### src/rtl/ff_bank_pkg.sv
// ff_bank_pkg: shared types and constants for the ff_bank register primitive.
//   ff_mode_e  - per-edge update mode shared by every bit of the bank.
//   POL_*      - response of an SR-mode bit to S=R=1.
package ff_bank_pkg;

  typedef enum logic [1:0] {
    MODE_SR = 2'b00,
    MODE_JK = 2'b01,
    MODE_D  = 2'b10,
    MODE_T  = 2'b11
  } ff_mode_e;

  localparam logic [1:0] POL_HOLD = 2'd0;
  localparam logic [1:0] POL_SET  = 2'd1;
  localparam logic [1:0] POL_RST  = 2'd2;

endpackage

### src/rtl/ff_bit_cell.sv
// ff_bit_cell: combinational next-state and conflict flag for one bank bit.
// Ports:
//   mode     - SR / JK / D / T select
//   a, b     - S/R, J/K, D, T inputs (b unused in D and T)
//   q        - current registered state of this bit
//   policy   - SR forbidden-input response (POL_HOLD / POL_SET / POL_RST)
//   q_next   - state to load on an enabled edge
//   conflict - 1 when SR mode sees a=b=1
module ff_bit_cell
  import ff_bank_pkg::*;
(
  input  ff_mode_e   mode,
  input  logic       a,
  input  logic       b,
  input  logic       q,
  input  logic [1:0] policy,
  output logic       q_next,
  output logic       conflict
);

  always_comb begin
    q_next   = q;
    conflict = 1'b0;
    unique case (mode)
      MODE_SR: begin
        unique case ({a, b})
          2'b01:   q_next = 1'b0;
          2'b10:   q_next = 1'b1;
          2'b11: begin
            conflict = 1'b1;
            // Unknown policy codes fall back to hold so no X can appear.
            unique case (policy)
              POL_SET: q_next = 1'b1;
              POL_RST: q_next = 1'b0;
              default: q_next = q;
            endcase
          end
          default: q_next = q;
        endcase
      end
      MODE_JK: begin
        unique case ({a, b})
          2'b01:   q_next = 1'b0;
          2'b10:   q_next = 1'b1;
          2'b11:   q_next = ~q;
          default: q_next = q;
        endcase
      end
      MODE_D:  q_next = a;
      MODE_T:  q_next = q ^ a;
      default: q_next = q;
    endcase
  end

endmodule

### src/rtl/ff_bank.sv
// ff_bank: WIDTH-bit multi-mode (SR/JK/D/T) flop bank with conflict tracking.
// Ports:
//   clk, rst_n      - rising-edge clock, asynchronous active-low reset
//   en              - clock enable; 0 holds state and forces conflict to 0
//   mode            - 00 SR, 01 JK, 10 D, 11 T
//   a, b            - per-bit flop inputs
//   clr_sticky      - synchronous clear of conflict_sticky (and conflict_cnt)
//   q, qbar         - flop state and its exact complement
//   conflict        - registered per-bit SR forbidden-input flag
//   conflict_sticky - set on any conflict, held until clr_sticky
//   conflict_cnt    - saturating count of conflict cycles
//                     (only when FF_BANK_CONFLICT_CNT_EN is defined)
module ff_bank
  import ff_bank_pkg::*;
#(
  parameter int unsigned      WIDTH     = 8,
  parameter logic [WIDTH-1:0] RST_VAL   = '0,
  parameter int unsigned      SR_POLICY = 0,
  parameter int unsigned      CNT_W     = 8
) (
  input  logic             clk,
  input  logic             rst_n,
  input  logic             en,
  input  logic [1:0]       mode,
  input  logic [WIDTH-1:0] a,
  input  logic [WIDTH-1:0] b,
  input  logic             clr_sticky,
  output logic [WIDTH-1:0] q,
  output logic [WIDTH-1:0] qbar,
  output logic [WIDTH-1:0] conflict,
  output logic             conflict_sticky
`ifdef FF_BANK_CONFLICT_CNT_EN
  ,
  output logic [CNT_W-1:0] conflict_cnt
`endif
);

  if (WIDTH < 1 || WIDTH > 64 || CNT_W < 1) begin : gen_param_err
    $error("ff_bank: WIDTH must be 1..64 and CNT_W at least 1");
  end

  // Policy code 3 (or anything else) degrades to hold.
  localparam logic [1:0] Policy = (SR_POLICY == 1) ? POL_SET :
                                  (SR_POLICY == 2) ? POL_RST : POL_HOLD;

  ff_mode_e         mode_sel;
  logic [WIDTH-1:0] q_q, q_d, q_next;
  logic [WIDTH-1:0] conflict_q, conflict_d, conflict_next;
  logic             sticky_q, sticky_d;

  assign mode_sel = ff_mode_e'(mode);

  for (genvar i = 0; i < WIDTH; i++) begin : gen_cell
    ff_bit_cell u_cell (
      .mode     (mode_sel),
      .a        (a[i]),
      .b        (b[i]),
      .q        (q_q[i]),
      .policy   (Policy),
      .q_next   (q_next[i]),
      .conflict (conflict_next[i])
    );
  end

  always_comb begin
    q_d        = en ? q_next : q_q;
    conflict_d = en ? conflict_next : '0;
    // A new conflict beats a same-edge clear.
    sticky_d   = (sticky_q & ~clr_sticky) | (|conflict_d);
  end

  always_ff @(posedge clk or negedge rst_n) begin
    if (!rst_n) begin
      q_q        <= RST_VAL;
      conflict_q <= '0;
      sticky_q   <= 1'b0;
    end else begin
      q_q        <= q_d;
      conflict_q <= conflict_d;
      sticky_q   <= sticky_d;
    end
  end

  assign q               = q_q;
  assign qbar            = ~q_q;
  assign conflict        = conflict_q;
  assign conflict_sticky = sticky_q;

`ifdef FF_BANK_CONFLICT_CNT_EN
  logic [CNT_W-1:0] cnt_q, cnt_d;

  always_comb begin
    cnt_d = clr_sticky ? '0 : cnt_q;
    // One count per conflict cycle regardless of how many bits collided.
    if ((|conflict_d) && (cnt_d != {CNT_W{1'b1}})) begin
      cnt_d = cnt_d + CNT_W'(1);
    end
  end

  always_ff @(posedge clk or negedge rst_n) begin
    if (!rst_n) begin
      cnt_q <= '0;
    end else begin
      cnt_q <= cnt_d;
    end
  end

  assign conflict_cnt = cnt_q;
`endif

endmodule
### config.mk
export PLATFORM = sky130hd
export DESIGN_NAME = ff_bank
export DESIGN_NICKNAME = d
export VERILOG_FILES = /design/src/rtl/ff_bank_pkg.sv /design/src/rtl/ff_bit_cell.sv /design/src/rtl/ff_bank.sv
export SDC_FILE = /design/constraint.sdc
export NUM_CORES = 1
export LEC_CHECK = 0
export CELL_PAD_IN_SITES_DETAIL_PLACEMENT = 1
export CELL_PAD_IN_SITES_GLOBAL_PLACEMENT = 2
export CORE_ASPECT_RATIO = 0.7
export CORE_UTILIZATION = 23
export CTS_CLUSTER_DIAMETER = 40
export DETAILED_ROUTE_END_ITERATION = 8
export PLACE_DENSITY = 0.77
export SETUP_SLACK_MARGIN = 0.05
export SLEW_MARGIN = 20
export SYNTH_ARGS = -nofsm -noshare
export SYNTH_HDL_FRONTEND = slang
export SYNTH_SLANG_ARGS = --single-unit
### constraint.sdc
create_clock -name clk -period 1.2 [get_ports clk]
set_input_delay 0.18 -clock clk [delete_from_list [all_inputs] [get_ports clk]]
set_output_delay 0.18 -clock clk [all_outputs]
set_load 0.05 [all_outputs]
# Word-level counts from Yosys, hierarchy flattened

Index checks and enable logic that the tools add are counted.

$add $sub $neg: 0
Multipliers: 0
Divide/modulo/power cells: 0
$lt $le $gt $ge: 0
Equal/unequal tests: 43
Shift operators: 0
Multiplexer cells: 41
Bitwise operators: 20
Reductions and logical operators: 10

Operators by type and width:

| cell                                                                    | count |
|---|---|
| 2-bit equality test, second input constant                              | 18 |
| 4-bit by 1-bit inequality test with 1-bit output, second input constant | 8 |
| 1-bit one-hot mux with 4 select lines                                   | 8 |
| 3-bit by 1-bit inequality test with 1-bit output, second input constant | 8 |
| 1-bit one-hot mux with 3 select lines                                   | 8 |
| 3-bit AND reduction                                                     | 8 |
| 2-bit by 1-bit equality test with 1-bit output, second input constant   | 9 |
| 1-bit 2-to-1 mux                                                        | 16 |
| 1-bit one-hot mux with 2 select lines                                   | 8 |
| 1-bit inverter                                                          | 9 |
| 8-bit 2-to-1 mux                                                        | 1 |
| 8-bit inverter                                                          | 1 |
| 8-bit OR reduction                                                      | 1 |
| 1-bit XOR                                                               | 8 |
| 2-bit logical NOT                                                       | 1 |
| 1-bit bitwise AND                                                       | 1 |
| 1-bit bitwise OR                                                        | 1 |

Register bits after elaboration: 17
Bits in latches: 0
Bits in writable memories: 0
Memory bits (read-only): 0
Logic and storage cells: 124
Memories: 0

# Longest topological paths before layout

Gate-level depths: netlist (run 1).

Word-level depth: 6
Gate-level depth with buffers: 6

# Cells and area by module

A second synthesis (run 1) with hierarchy kept.

Cell total of the unflattened synthesis: 153
Area total of the unflattened synthesis: 1381.3 µm²

Modules (own cells, without submodules):

| module      | instances | cells an instance | area each (µm²) | seq. area each (µm²) |
|---|---|---|---|---|
| ff_bit_cell | 8         | 12                | 95.1            | 0.0 |
| ff_bank     | 1         | 57                | 620.6           | 425.4 |

# Worst setup path after synthesis (run 1)

OpenSTA, ideal clock, no wires.

Path kind: flip-flop to flip-flop
Start point: register q_q[0], in the netlist q[0]
End point: register q_q[0], in the netlist q[0]
Data arrival time: 1084 ps
Slack: 29 ps
Cell stages (with the launch flop): 5
Buffers on the path: 0
Cells stage by stage: dfrtp_1 -> inv_1 -> and3_1 -> o21ai_1 -> o211ai_1

Cells in the longest elaborated chain, start to end: 3

Ends and longest elaborated chain:

| item                                      | line              | text |
|---|---|---|
| from (decl)                               | ff_bank.sv:47     | `logic [WIDTH-1:0] q_q, q_d, q_next;` |
| from (signal assigned)                    | ff_bank.sv:78     | `q_q <= q_d;` |
| 1-bit inverter                            | ff_bit_cell.sv:45 | `2'b11: q_next = ~q;` |
| 1-bit one-hot mux with 3 select lines     | ff_bit_cell.sv:42 | `unique case ({a, b})` |
| 1-bit one-hot mux with 4 select lines (*) | ff_bit_cell.sv:24 | `unique case (mode)` |

Every way passes the cells marked *; elsewhere a longest branch is shown, timed or not.
A chain may end at the register's enable or synchronous reset.

# Final worst setup path (run 1)

Start point: register q_q[5], in the netlist q[5]
End point: output port qbar[5]

Cells in the longest elaborated chain, start to end: 1

Ends and longest elaborated chain:

| item           | line          | text |
|---|---|---|
| 8-bit inverter | ff_bank.sv:85 | `assign qbar = ~q_q;` |
| to (decl)      | ff_bank.sv:29 | `output logic [WIDTH-1:0] qbar,` |

No other way between the ends.

==> results of run 1 <==
cell type report:
type,instances,area (um^2),area share [%]
clock buffers,3,41.3,1.91
repair buffers,82,1020,47.3
flip-flops and latches,17,430,19.9
inverters,13,71.3,3.30
multi-input cells,84,523,24.2
well taps,55,68.8,3.18
clock inverters,1,5.00,0.231
through the flow:
stage | power, mW | setup TNS (ps) | area (um^2) | utilization, %
after CTS | 2.85 | 0 | 2130 | 47.5
after global placement | 2.17 | -4110 | 1970 | 44.0
after global routing | 3.01 | 0 | 2160 | 48.3
final | 2.87 | 0 | 2160 | 48.3
after detailed placement | 2.23 | -4760 | 1970 | 44.0
after floorplan | 1.49 | 0 | 1120 | -
synthesized netlist by cell type:
master     instances
a21oi_1            8
a221o_1            4
a2bb2oi_1          4
and3_1             4
buf_2              2
buf_4             11
buf_6              3
dfrtp_1           17
inv_1             13
nand2_1           20
nand2b_1           5
nand3b_1           2
nand4_1            2
nor2_1             9
nor2b_4            1
nor3b_1            4
o211ai_1           2
o211ai_2           2
o21ai_0            4
o21ai_1            4
o22ai_1            4
o22ai_2            1
o32a_1             4
repair_timing:
| item | CTS | global route |
|---|---|---|
| pin swaps | 2 | 5 |
| endpoints found under the setup margin | 29 | 17 |
| buffers inserted | 9 | 2 |
| gates resized for setup | 26 | 6 |
metal layers:
layer  GRT usage, %  wire, um
met5              0         0
met3           4.83       194
met2           32.0      1960
met1           19.9      1710
met4           2.42         8
power groups by stage:
| stage | Combinational, mW | Sequential (mW) | Clock [mW] |
|---|---|---|---|
| final | 1.69 | 0.723 | 0.456 |
| after global routing | 1.78 | 0.730 | 0.497 |
| after CTS | 1.66 | 0.722 | 0.469 |
| after detailed placement | 1.49 | 0.744 | 0 |
| after global placement | 1.44 | 0.735 | 0 |
| after floorplan | 0.758 | 0.736 | 0 |
flip-flops by register name (all words and copies together) (netlist names):
signal,count
conflict_sticky,1
q,8
conflict,8
final timing paths:
check	from	end	slack, ps	depth (start not counted)
hold reg to reg	conflict_sticky$_DFF_PN0_	conflict_sticky$_DFF_PN0_	610	2
hold / removal	rst_n	q[3]$_DFFE_PN0P_	250	2
min in group clk	en	q[5]$_DFFE_PN0P_	510	3
max in group asynchronous	rst_n	q[6]$_DFFE_PN0P_	730	2
setup reg to reg	q[5]$_DFFE_PN0P_	q[5]$_DFFE_PN0P_	60	4
setup / recovery	q[5]$_DFFE_PN0P_	qbar[5]	30	3
critical path: cells and delay by family (launching register included):
| family | cells | cell delay, ps |
|---|---|---|
| DFF | 1 | 410 |
| buffers and inverters | 3 | 310 |
kinds of logic (layout without fill, tap and decap cells):
logic type	after synthesis	after routing	share of synthesized area (%)
AOI/OAI and AO/OA	37	37	24.6
and+or+nand+nor	47	47	21.3
DFF	17	17	38.3
buffers and inverters	29	99	15.8
==> metrics.txt, run 1 <==
GRT Total Usage=17.0%; top cells by area, synth=dfrtp_1 (38%), buf_4 (7.4%), nand2_1 (6.8%); final worst slack=25.1 ps; first-pass GRT wire length=6650 um; VDD IR-drop max=0.000734 V; Port Buffers=46; Nets=223; Hold WS=247 ps; share of layout cells above drive strength 1=42.5%; outcome=complete, no violations; Least-Margin Pin Slew=333 ps; Non-Filler Instances=255; RSZ-0062 raised after global routing=true; clock skew=0 ps; CTS buffer count=3; io pins=47; via/cell ratio=4.85; die footprint=5110 um^2; vias=1237; Switching Power=1.14 mW; root buffer cell=clkbuf_8; dpl ws=-335 ps; Tmin final=1170 ps; routed len/inst=15.2 um; die span in y=60.1 um; grt total ovfl=0; Post-Syn Area=1110 um^2; Slew Limit Fails=0; HP Class=input port to asynchronous set/reset pin; leakage power=0.968 nW; synthesized instance count=130; CTS sink count=17; CP Launch Type=flop; Diodes inserted=0; Unique masters post-synth=23; period utilization=97.9%; drt total wl=3880 um; final weighted congestion in routability-driven placement=0.729; Syn-to-layout area delta=94.9%; Fmax=0.851 GHz; Clk pwr share=15.9%; Synth top area share=38.3%; Combinational Power Share=59.0%; Sw Ratio=39.7%; syn nets=152; starting density of the core=24.8%; Die W=85.0 um; Power Internal=1.73 mW; sequential share of the synthesized area=38.3%; DRT antenna net count=0; critical path's slowest cell=dfrtp_1; number of placement rows=20; vias in the first global route=1377; Syn Area/Cell=8.54 um^2; final hold viol count=0; pwr/cell area=1330 nW/um^2; CTS tree=built; Synth area leader=dfrtp_1; largest net degree at the start of global routing=18; yosys warns=0; drt pass-1 iters=4; Crit path required time=1020 ps; Crit Path Category=flop to primary output; clock latency on the worst-skew pair=250 ps; max-cap viol count=0; hpwl dp=3020 um; initial antenna violation count=0; clock buffer depth=2; Crit Path Max Fanout=3; FILL cells=492; CP cell instances=buf_6, inv_4, buf_12; sequential power share=25.2%; Worst Path Arrival=990 ps; Core Area=4480 um^2; CTS H-tree lvls=1; Clk pin slew, worst setup/hold paths=80 ps; most frequent cells in the layout=buf_4 (26), buf_12 (26), nand2_1 (20); max incr delay on CP=410 ps; Placed Cells=240; initial drt markers=62; CP Capture Type=primary output; # DRC=0; final setup fails=0; worst relative slew slack=77.8%; hold-fix buffers at CTS=0; flops & latches, synth=17
No activity file was read; power rests on OpenSTA's default activity.
==> inputs of run 2 (changes only) <==
SKIP_CTS_REPAIR_TIMING = 1   (was default)
==> metrics.txt, run 2 (synthesis gave the netlist of run 1 again) <==
outcome=finished with violations; violated checks=negative setup slack; Clk pin slew, worst setup/hold paths=80 ps; routed len/inst=15.5 um; most common cell after layout, fill and taps aside=buf_12; number of placement rows=20; Crit Path Category=flop to primary output; final worst slack=-14.5 ps; # DRC=0; Crit Path Max Fanout=3; worst relative slew slack=76.4%; CP Capture Type=primary output; Nets=224; Fin Setup TNS=-25.8 ps; Core Area=4480 um^2; leakage power=1.00 nW; GRT Total Usage=16.6%; clock buffer depth=2; share of layout cells above drive strength 1=43.3%; CTS H-tree lvls=1; starting density of the core=24.8%; period utilization=101%; grt total ovfl=0; HP Class=input port to asynchronous set/reset pin; first-pass GRT wire length=6500 um; Die W=85.0 um; Port Buffers=46; initial drt markers=70; DRT antenna net count=0; Least-Margin Pin Slew=354 ps; CTS sink count=17; CP Launch Type=flop; VDD IR-drop max=0.000739 V; die span in y=60.1 um; clock skew=0 ps; final weighted congestion in routability-driven placement=0.729; Diodes inserted=0; CTS buffer count=3; final setup fails=2; max-cap viol count=0; vias=1251; Tmin final=1210 ps; vias in the first global route=1336; Hold WS=246 ps; initial antenna violation count=0; largest net degree at the start of global routing=18; Syn-to-layout area delta=97.9%; io pins=47; RSZ-0062 raised after global routing=true; root buffer cell=clkbuf_8; via/cell ratio=4.89; Fmax=0.823 GHz; most frequent cells in the layout=buf_12 (26), buf_4 (24), nand2_1 (19); final hold viol count=0; Worst Path Arrival=1030 ps; hpwl dp=3020 um; Slew Limit Fails=0; CTS tree=built; drt total wl=3970 um; clock latency on the worst-skew pair=250 ps; die footprint=5110 um^2; Crit path required time=1020 ps; drt pass-1 iters=4; pwr/cell area=1330 nW/um^2
-- run 2: cell types whose count changed in the layout (fill, tap and decap cells not counted), moves of 2 or more --
| cell | delta |
|---|---|
| buf_6 | +3 |
| dlymetal6s2s_1 | +3 |
| buf_4 | -2 |
| a21oi_2 | -2 |
| a21oi_1 | +2 |
| dlygate4sd2_1 | -3 |
-- run 2: stage by stage --
step / power [mW] / setup slack (ps) / area (um^2) / std cells / util (%)
3_3_place_gp: 2.17 / -280 / 1970 / 240 / 44.0
5_1_grt: 3.04 / -36.2 / 2200 / 256 / 49.0
4_1_cts: 2.69 / -128 / 2020 / 244 / 45.0
3_5_place_dp: 2.23 / -335 / 1970 / 240 / 44.0
6_report: 2.91 / -14.5 / 2200 / 256 / 49.0
2_1_floorplan: 1.49 / 29.2 / 1120 / 130 / -
-- run 2: worst paths after layout --
kind                            depth (start not counted)                   endpoint                       from  slack [ps]
worst max-delay path                                    3                    qbar[5]           q[5]$_DFFE_PN0P_         -10
worst min-delay path                                    2           q[3]$_DFFE_PN0P_                      rst_n         250
worst max register to register                          4           q[5]$_DFFE_PN0P_           q[5]$_DFFE_PN0P_          50
worst min register to register                          2  conflict_sticky$_DFF_PN0_  conflict_sticky$_DFF_PN0_         610
max in group asynchronous                               2           q[6]$_DFFE_PN0P_                      rst_n         720
min in group clk                                        3           q[0]$_DFFE_PN0P_                    mode[0]         400
-- run 2: layout make-up --
type,count,area (um^2)
Clock inverter,1,5.00
Inverter,13,71.3
Sequential cell,17,432
Tap cell,55,68.8
Clock buffer,3,41.3
Multi-Input combinational cell,84,524
Fill cell,485,2280
Timing Repair Buffer,83,1050
-- run 2: report_power, final --
part / internal (mW) / switching, mW / total [mW]
Clock: 0.231 / 0.228 / 0.460
Sequential: 0.641 / 0.104 / 0.745
Combinational: 0.882 / 0.826 / 1.71
-- run 2: critical path: stages (launching register included) --
cell,delay [ps]
dfrtp_1,440
buf_6,160
inv_4,50
buf_12,120
-- run 2: per-layer routing --
layer | part of all wire (%) | global-route usage [%] | up-vias
met5 | 0 | 0 | -
met4 | 0.20 | 1.94 | 0
met3 | 5.2 | 4.83 | 2
met2 | 52 | 31.2 | 34
met1 | 43 | 19.5 | 628
li1 | - | - | 587
